==> src/rtl/noc_sink.sv <==
// noc_sink: destination endpoint for one noc_router output port.
// Buffers incoming flits in a DEPTH-entry FIFO, signals full/almost_full back
// to the router, drains at most one flit every DRAIN_DIV cycles, and checks
// valid bit, destination id and per-source sequence numbers of drained flits.
// Flit layout: [0] valid, [2:1] dest, [4:3] src, [WIDTH-1:5] sequence.
// Optional build macro NOC_SINK_STALL_EN: an 8-bit LFSR randomly suppresses
// pop opportunities to create backpressure on the router.
module noc_sink #(
    parameter int WIDTH     = 12,
    parameter int DEPTH     = 8,
    parameter int DRAIN_DIV = 1,
    parameter int CW        = 16
) (
    input  logic             clk,
    input  logic             reset,
    input  logic             write_in,
    input  logic [WIDTH-1:0] data_in,
    input  logic [1:0]       my_id,
    input  logic             drain_en,
    output logic             full,
    output logic             almost_full,
    output logic             pop_valid,
    output logic [WIDTH-1:0] pop_data,
    output logic [CW-1:0]    rx_count,
    output logic [CW-1:0]    dest_err_count,
    output logic [CW-1:0]    seq_err_count,
    output logic [CW-1:0]    inval_count,
    output logic             overflow
);

    localparam int            AW       = $clog2(DEPTH);
    localparam int            SW       = WIDTH - 5;
    localparam logic [7:0]    DIV_LAST = 8'(DRAIN_DIV - 1);
    localparam logic [AW:0]   CNT_FULL = DEPTH[AW:0];
    localparam logic [AW:0]   CNT_AF   = CNT_FULL - 1'b1;

    typedef enum logic {
        TRK_IDLE,
        TRK_TRACK
    } trk_e;

    // FIFO storage and bookkeeping
    logic [WIDTH-1:0] mem_q [DEPTH];
    logic [AW-1:0]    wr_ptr_q, wr_ptr_d;
    logic [AW-1:0]    rd_ptr_q, rd_ptr_d;
    logic [AW:0]      cnt_q, cnt_d;
    logic             push, pop, opp, stall;
    logic [7:0]       div_q, div_d;

    // Output/stat registers
    logic             pop_valid_q, pop_valid_d;
    logic [WIDTH-1:0] pop_data_q, pop_data_d;
    logic [CW-1:0]    rx_q, rx_d;
    logic [CW-1:0]    dest_err_q, dest_err_d;
    logic [CW-1:0]    seq_err_q, seq_err_d;
    logic [CW-1:0]    inval_q, inval_d;
    logic             overflow_q, overflow_d;

    // Per-source sequence trackers
    trk_e             trk_q [4];
    trk_e             trk_d [4];
    logic [SW-1:0]    exp_q [4];
    logic [SW-1:0]    exp_d [4];
    logic             seq_err;

    // Head-of-queue flit fields
    logic [WIDTH-1:0] head;
    logic             h_valid;
    logic [1:0]       h_dest;
    logic [1:0]       h_src;
    logic [SW-1:0]    h_seq;

    assign head    = mem_q[rd_ptr_q];
    assign h_valid = head[0];
    assign h_dest  = head[2:1];
    assign h_src   = head[4:3];
    assign h_seq   = head[WIDTH-1:5];

    // Occupancy flags come straight from the registered count; asserting
    // almost_full one entry early lets a write already in flight still land.
    assign full        = (cnt_q == CNT_FULL);
    assign almost_full = (cnt_q >= CNT_AF);

    function automatic logic [CW-1:0] sat_inc(input logic [CW-1:0] v, input logic en);
        return (en && (v != '1)) ? v + CW'(1) : v;
    endfunction

`ifdef NOC_SINK_STALL_EN
    logic [7:0] lfsr_q, lfsr_d;

    // Fibonacci LFSR, taps 8,6,5,4, stepping every cycle
    always_comb begin
        lfsr_d = {lfsr_q[6:0], lfsr_q[7] ^ lfsr_q[5] ^ lfsr_q[4] ^ lfsr_q[3]};
    end

    // LFSR state register
    always_ff @(posedge clk or posedge reset) begin
        if (reset) lfsr_q <= 8'hA5;
        else       lfsr_q <= lfsr_d;
    end

    assign stall = lfsr_q[0];
`else
    assign stall = 1'b0;
`endif

    // Push/pop decisions, pointer/occupancy update and drain divider
    always_comb begin
        opp   = (div_q == 8'd0) && !stall;
        push  = write_in && !full;
        pop   = opp && drain_en && (cnt_q != '0);
        div_d = (div_q == DIV_LAST) ? 8'd0 : div_q + 8'd1;

        wr_ptr_d = wr_ptr_q;
        rd_ptr_d = rd_ptr_q;
        cnt_d    = cnt_q;
        if (push) wr_ptr_d = wr_ptr_q + AW'(1);
        if (pop)  rd_ptr_d = rd_ptr_q + AW'(1);
        case ({push, pop})
            2'b10:   cnt_d = cnt_q + 1'b1;
            2'b01:   cnt_d = cnt_q - 1'b1;
            default: cnt_d = cnt_q;
        endcase
    end

    // Sequence tracker next state: first flit from a source arms the tracker,
    // later flits are compared and the expectation always resyncs to seq+1.
    always_comb begin
        trk_d   = trk_q;
        exp_d   = exp_q;
        seq_err = 1'b0;
        if (pop && h_valid) begin
            case (trk_q[h_src])
                TRK_IDLE: begin
                    exp_d[h_src] = h_seq + SW'(1);
                    trk_d[h_src] = TRK_TRACK;
                end
                TRK_TRACK: begin
                    seq_err      = (h_seq != exp_q[h_src]);
                    exp_d[h_src] = h_seq + SW'(1);
                end
                default: trk_d[h_src] = TRK_IDLE;
            endcase
        end
    end

    // Popped-flit output, statistics and sticky overflow next state
    always_comb begin
        pop_valid_d = pop;
        pop_data_d  = pop ? head : pop_data_q;
        rx_d        = sat_inc(rx_q, pop);
        inval_d     = sat_inc(inval_q, pop && !h_valid);
        dest_err_d  = sat_inc(dest_err_q, pop && h_valid && (h_dest != my_id));
        seq_err_d   = sat_inc(seq_err_q, seq_err);
        overflow_d  = overflow_q | (write_in && full);
    end

    // FIFO storage write; contents need no reset since occupancy governs reads
    always_ff @(posedge clk) begin
        if (push) mem_q[wr_ptr_q] <= data_in;
    end

    // Control, output and statistics registers
    always_ff @(posedge clk or posedge reset) begin
        if (reset) begin
            wr_ptr_q    <= '0;
            rd_ptr_q    <= '0;
            cnt_q       <= '0;
            div_q       <= '0;
            pop_valid_q <= 1'b0;
            pop_data_q  <= '0;
            rx_q        <= '0;
            dest_err_q  <= '0;
            seq_err_q   <= '0;
            inval_q     <= '0;
            overflow_q  <= 1'b0;
        end else begin
            wr_ptr_q    <= wr_ptr_d;
            rd_ptr_q    <= rd_ptr_d;
            cnt_q       <= cnt_d;
            div_q       <= div_d;
            pop_valid_q <= pop_valid_d;
            pop_data_q  <= pop_data_d;
            rx_q        <= rx_d;
            dest_err_q  <= dest_err_d;
            seq_err_q   <= seq_err_d;
            inval_q     <= inval_d;
            overflow_q  <= overflow_d;
        end
    end

    // Sequence tracker state registers
    always_ff @(posedge clk or posedge reset) begin
        if (reset) begin
            for (int i = 0; i < 4; i++) begin
                trk_q[i] <= TRK_IDLE;
                exp_q[i] <= '0;
            end
        end else begin
            for (int i = 0; i < 4; i++) begin
                trk_q[i] <= trk_d[i];
                exp_q[i] <= exp_d[i];
            end
        end
    end

    assign pop_valid      = pop_valid_q;
    assign pop_data       = pop_data_q;
    assign rx_count       = rx_q;
    assign dest_err_count = dest_err_q;
    assign seq_err_count  = seq_err_q;
    assign inval_count    = inval_q;
    assign overflow       = overflow_q;

endmodule

==> config.mk <==
export PLATFORM = sky130hd
export DESIGN_NAME = noc_sink
export DESIGN_NICKNAME = d
export VERILOG_FILES = /design/src/rtl/noc_sink.sv
export SDC_FILE = /design/constraint.sdc
export NUM_CORES = 1
export LEC_CHECK = 0
export CORE_MARGIN = 2
export CORE_UTILIZATION = 55
export DETAILED_ROUTE_END_ITERATION = 8
export HOLD_SLACK_MARGIN = 0.1
export PLACE_DENSITY = 0.83
export SLEW_MARGIN = 20
export SYNTH_ARGS = -nofsm -noshare
export SYNTH_HDL_FRONTEND = slang
export SYNTH_SLANG_ARGS = --single-unit
==> constraint.sdc <==
create_clock -name clk -period 11.21 [get_ports clk]
set_input_delay 2.242 -clock clk [delete_from_list [all_inputs] [get_ports clk]]
set_output_delay 2.242 -clock clk [all_outputs]
set_load 0.05 [all_outputs]
==> impl_metrics.py, run 1 <==
metrics = {
    "timing": {
        "tns_ns": 0,
        "worst_slack_ns": 6.454,
        "skew_ns": 0.01322,
        "slew_headroom_pct": 38.79,
        "rsz0062_at_grt": "no",
        "fmax_mhz": 210.3,
        "tightestPinTransition_ns": 0.9181,
        "hold_violations": 0,
        "finalSetupViolCount": 0,
        "hold_ws_ns": 0.4518,
        "period_share_pct": 42.43,
        "fin_crit_ns": 4.756,
        "drv_slew": 0,
    },
    "power": {
        "power.density_nw_per_um2": 275.2,
        "irDropWorstVdd_uv": 172.2,
        "leakage_nw": 4.569,
    },
    "critical_path": {
        "rrSetupSlack_ns": 7.19,
        "reg2reg_depth": 9,
        "worst_setup_path_end_kind": "primary output",
        "path_cells": "nor4b_1 > clkdlybuf4s50_1",
        "r2r-start": "rd_ptr_q[0]",
        "worst_path_max_delay_cell": "clkdlybuf4s50_1",
        "critPathMaxStageDelay_ns": 0.95,
        "timing.rr.end": "seq_err_count[1]",
        "path_max_fanout": 7,
        "cp.required_ns": 8.97,
        "cp-start-kind": "flip-flop",
        "arrival_ns": 2.51,
        "path_class": "reg -> out",
    },
    "worst_hold_path": {
        "min_from": "overflow",
        "hold_end": "overflow",
        "min_path_cells": 1,
        "hp-class": "reg -> reg",
    },
    "floorplan": {
        "die_w_um": 136.5,
        "initial_core_util_pct": 56.01,
        "rows": 48,
        "core_sq_um": 17240,
        "io_pins": 98,
        "floorplan.die_area_sq_um": 18630,
        "die_h_um": 136.5,
    },
    "cells_and_area": {
        "diodes": 0,
        "drive_gt1_share_pct": 13.50,
        "area_delta_synth_final_pct": 19.57,
        "layout_common_cells": "dfrtp_1, clkdlybuf4s50_1, edfxtp_1",
        "final_cells": 1025,
        "fillers": 1170,
        "final_common_cell": "dfrtp_1",
        "nets": 817,
    },
    "place": {
        "dpl.cell_count": 987,
        "gp_congestion": 0.8060,
        "portBuffers": 97,
        "dp_slack_ns": 6.519,
        "dp_hpwl_mm": 13.04,
    },
    "outcome": {
        "outcome": "completed",
    },
    "logic_synthesis": {
        "synth_top_family_by_area": "multiplexers",
        "synthArstFlopShare_pct": 57.14,
        "ys_seq_area_share_pct": 63.04,
        "syn_avg_cell_area_sq_um": 14.39,
        "synthFlopType": "dfrtp_1",
        "synth_top_area_cell": "dfrtp_1",
        "synth.area.top_cells": "dfrtp_1, edfxtp_1, mux4_2, xnor2_1, mux2_2",
        "synth_fa_ha_area_share_pct": 1.555,
        "synth_warnings": 0,
        "synth_edf_count": 96,
        "yosysUniqueCellTypes": 52,
        "ys_ff_latch": 224,
        "synth_xor_area_share_pct": 8.074,
        "synth_cells": 671,
        "synth.area.mux_share_pct": 13.08,
        "syn_area_sq_um": 9654,
        "synth_compound_area_share_pct": 2.359,
        "synth_simple_gate_area_share_pct": 10.17,
        "syn_nets": 701,
        "synth_top_area_share_pct": 33.18,
    },
    "drt": {
        "first_pass_iters": 4,
        "vias_per_cell": 5.678,
        "dr_total_vias": 5820,
        "wirelength_mm": 19.53,
        "drtIter0Drc": 299,
        "routedWlPerCell_um": 19.05,
        "ant_nets": 0,
        "drc": 0,
    },
    "grt": {
        "grt_pass1_wl_mm": 31.57,
        "gr-total-overflow": 0,
        "grt_pass1_vias": 6011,
        "grt_max_degree": 74,
        "track_usage_pct": 21.93,
        "grt_antenna_before_repair": 0,
    },
    "clock_tree": {
        "post_cts_buffers": 0,
        "cts_tree": "built",
        "cts_max_path_buffers": 3,
        "clock-sinks": 224,
        "cts_resized": 0,
        "root_buffer": "clkbuf_16",
        "htreeDepth": 1,
        "worstSkewPairLatency_ns": 0.51,
        "numCtsBuffers": 23,
        "clk_pin_slew_ns": 0.06,
        "cts_hold_buffers": 0,
    },
    "run": {
        "max_cap_violations": 0,
    },
}
## per-stage QoR
step	power (mW)	instance area, sq um	util [%]
6_report	3.176	11540	66.97
5_1_grt	3.340	11540	66.97
4_1_cts	3.193	11540	66.97
3_5_place_dp	2.516	10900	63.24
3_3_place_gp	2.458	10900	63.24
2_1_floorplan	2.157	9654	-
## flip-flops by register name, indices dropped and copies added (netlist names)
| register | count |
|---|---|
| overflow | 1 |
| pop_data | 12 |
| seq_err_count | 16 |
| pop_valid | 1 |
| mem_q | 96 |
| dest_err_count | 16 |
| cnt_q | 4 |
| trk_q | 4 |
| div_q | 8 |
| rx_count | 16 |
| exp_q | 28 |
| wr_ptr_q | 3 |
| rd_ptr_q | 3 |
| inval_count | 16 |
## cells in the mapped netlist, drive strengths merged (4+ instances only)
cell,n
nor2,30
nand3,33
o21ai,14
nand2,50
or4,4
dfrtp,128
nand4,15
and3,12
nand2b,5
xnor2,56
xor2,33
mux2i,29
nor2b,5
nor4,9
buf,9
nor3,10
a21o,4
mux2,34
and4,4
a21oi,7
ha,12
clkbuf,11
mux4,24
edfxtp,96
inv,14
## area by class of cell
| type | count | area, sq um | share of cell area (%) |
|---|---|---|---|
| Clock buffer | 29 | 598.1 | 5.181 |
| Clock inverter | 9 | 45.04 | 0.3902 |
| Inverter | 14 | 55.05 | 0.4769 |
| Multi-Input combinational cell | 413 | 3402 | 29.47 |
| Sequential cell | 224 | 6086 | 52.72 |
| Tap cell | 225 | 281.5 | 2.439 |
| Timing Repair Buffer | 111 | 1076 | 9.321 |
## worst max-delay path, delay by kind of cell (launching register included)
kind | cells | cell delay [ns]
flip-flops | 1 | 0.45
buffers and inverters | 1 | 0.95
AND/OR/NAND/NOR | 1 | 0.61
## how the worst max path moves through the flow
stage          startpoint         endpoint  slack (ns)  cells past startpoint
3_3_place_gp     drain_en  inval_count[13]        6.57                     10
2_1_floorplan       reset         cnt_q[0]        5.56                      1
3_5_place_dp     drain_en  inval_count[13]        6.52                     10
4_1_cts          cnt_q[1]             full        6.45                      2
6_report         cnt_q[1]             full        6.45                      2
5_1_grt          cnt_q[1]             full        6.41                      2
## where the power goes
part	internal (mW)	switching, mW	total, mW
Sequential	1.05	0.142	1.19
Combinational	0.538	0.773	1.31
Clock	0.375	0.296	0.671
Total	1.97	1.21	3.18
## cells by family (layout without fill, tap and decap cells)
kind of cell | count (synthesis) | count (layout)
DFF | 224 | 224
and+or+nand+nor | 190 | 190
xor gates and xnor gates | 89 | 89
muxes | 87 | 87
AOI/OAI and AO/OA | 35 | 35
buffers and inverters | 34 | 163
adders and majority gates | 12 | 12
## layer usage
metal  routed length, um  GRT usage [%]
met3                 868          3.852
met1                8187          27.62
met2                9975          38.97
met4                 499          6.424
met5                   0              0
Power figures use the tool's default switching activity.
==> run 2, diff against run 1 <==
==> constraint.sdc (replaced) <==
create_clock -name clk -period 4.5 [get_ports clk]
set_input_delay 0.9 -clock clk [delete_from_list [all_inputs] [get_ports clk]]
set_output_delay 0.9 -clock clk [all_outputs]
set_load 0.05 [all_outputs]
==> run 2 against run 1 <==
Effect of this change: hold slack improved by 0.0040 ns; worst setup slack got worse by 5.5 ns; critical endpoint is now seq_err_count[15]; first-iteration DRC count decreased by 1.3%; critical path type is now reg -> reg.
==> impl_metrics.py, run 2 (synthesis gave the netlist of run 1 again) <==
metrics = {
    "floorplan": {
        "initial_core_util_pct": 56.01,
        "core_sq_um": 17240,
        "die_h_um": 136.5,
        "die_w_um": 136.5,
        "floorplan.die_area_sq_um": 18630,
        "rows": 48,
        "io_pins": 98,
    },
    "worst_hold_path": {
        "hp-class": "reg -> reg",
    },
    "timing": {
        "tightestPinTransition_ns": 0.9336,
        "rsz0062_at_grt": "no",
        "fmax_mhz": 280.5,
        "hold_violations": 0,
        "slew_headroom_pct": 37.76,
        "finalSetupViolCount": 0,
        "period_share_pct": 79.22,
        "worst_slack_ns": 0.9352,
        "skew_ns": 0.008432,
        "hold_ws_ns": 0.4557,
        "drv_slew": 0,
        "fin_crit_ns": 3.565,
        "tns_ns": 0,
    },
    "drt": {
        "first_pass_iters": 5,
        "wirelength_mm": 19.64,
        "vias_per_cell": 5.727,
        "dr_total_vias": 5893,
        "drc": 0,
        "drtIter0Drc": 295,
        "routedWlPerCell_um": 19.08,
        "ant_nets": 0,
    },
    "critical_path": {
        "worst_setup_path_end_kind": "flip-flop",
        "arrival_ns": 3.99,
        "path_class": "reg -> reg",
        "rrSetupSlack_ns": 0.94,
        "cp-start-kind": "flip-flop",
        "path_cells": "buf_4 > mux4_2 > mux2i_4 > buf_4 > mux2i_1 > nand2_1 > o21ai_2 > or3_4 > or4_1 > nor3_2 > xor2_1",
        "crit_path_frequent_cell": "buf_4",
        "critPathMaxStageDelay_ns": 0.60,
        "cp.required_ns": 4.92,
        "path_buf_inv": 2,
        "path_max_fanout": 25,
        "critical_path.top_delay_family": "simple AND/OR/NAND/NOR gates",
        "worst_path_max_delay_cell": "mux4_2",
    },
    "grt": {
        "grt_antenna_before_repair": 0,
        "track_usage_pct": 22.12,
        "gr-total-overflow": 0,
        "grt_pass1_wl_mm": 32.02,
        "grt_pass1_vias": 5995,
        "grt_max_degree": 76,
    },
    "cells_and_area": {
        "final_cell_area_sq_um": 11750,
        "reg_top3": "mem_q x96, exp_q x28",
        "largest_register": "mem_q",
        "final_common_cell": "dfrtp_1",
        "fillers": 1114,
        "layout_common_cells": "dfrtp_1, clkdlybuf4s50_1, edfxtp_1",
        "drive_gt1_share_pct": 14.80,
        "multi_input_area_sq_um": 3407,
        "largest_reg_flops": 96,
        "diodes": 0,
        "nets": 817,
        "seq_area_sq_um": 6086,
        "area_delta_synth_final_pct": 21.71,
    },
    "power": {
        "power.density_nw_per_um2": 708.9,
        "swShare_pct": 36.74,
        "p_seq_share_pct": 36.2,
        "p_switching_mw": 3.061,
        "leakage_nw": 4.665,
        "p_int_mw": 5.269,
        "irDropWorstVdd_uv": 545.0,
        "pwr-share-clk_pct": 24.9,
        "p_comb_share_pct": 38.9,
    },
    "clock_tree": {
        "worstSkewPairLatency_ns": 0.51,
        "cts_tree": "built",
        "root_buffer": "clkbuf_16",
        "cts_max_path_buffers": 3,
        "post_cts_buffers": 0,
        "htreeDepth": 1,
        "clock-sinks": 224,
        "cts_hold_buffers": 0,
        "clk_pin_slew_ns": 0.06,
        "cts_resized": 0,
        "numCtsBuffers": 23,
    },
    "place": {
        "portBuffers": 97,
        "place_area_sq_um": 10920,
        "dp_slack_ns": 0.9436,
        "gp_congestion": 0.8076,
        "dp_hpwl_mm": 13.13,
    },
    "outcome": {
        "outcome": "completed",
    },
    "run": {
        "max_cap_violations": 0,
    },
}
-- run 2: changes by cell type in the layout (fill, tap and decap cells not counted), sizes merged --
cell	change
bufinv	+6
clkbuf	-3
clkinvlp	+1
-- run 2: power groups by stage --
stage	Clock, mW	Combinational [mW]	Sequential (mW)
after CTS	2.11	3.27	3.01
after global placement	0	3.14	3.00
after detailed placement	0	3.24	3.04
after global routing	2.20	3.47	3.07
after floorplan	0	1.95	3.42
final	2.08	3.24	3.01
-- run 2: layer usage --
layer  wire length [um]  global-route usage, %  vias up  share of wire, %
li1                   -                      -     2691                 -
met1               8176                  29.64     2967                42
met2              10050                  37.92      187                51
met3                930                  3.259       48               4.7
met4                480                  6.308        0               2.4
met5                  0                      0        -                 0
-- run 2: stage by stage --
step | cells | total power [mW] | util, %
floorplan | 671 | 5.372 | -
detailed placement | 987 | 6.284 | 63.34
global route | 1029 | 8.732 | 68.17
CTS | 1029 | 8.391 | 68.17
global placement | 987 | 6.144 | 63.31
finish | 1029 | 8.329 | 68.17
-- run 2: area by class of cell --
class,instances,share of cell area [%]
Multi-Input combinational cell,413,29.00
Clock buffer,26,5.079
Clock inverter,16,2.002
Timing Repair Buffer,111,9.264
Sequential cell,224,51.79
Tap cell,225,2.396
Inverter,14,0.4685
-- run 2: worst paths after layout --
kind | from | to | cells past startpoint
worst max-delay path | rd_ptr_q[0] | seq_err_count[15] | 11
worst min-delay path | overflow | overflow | 1
worst max register to register | rd_ptr_q[0] | seq_err_count[15] | 11
worst min register to register | overflow | overflow | 1
max in group asynchronous | reset | pop_data[4] | 3
min in group asynchronous | reset | dest_err_count[4] | 2
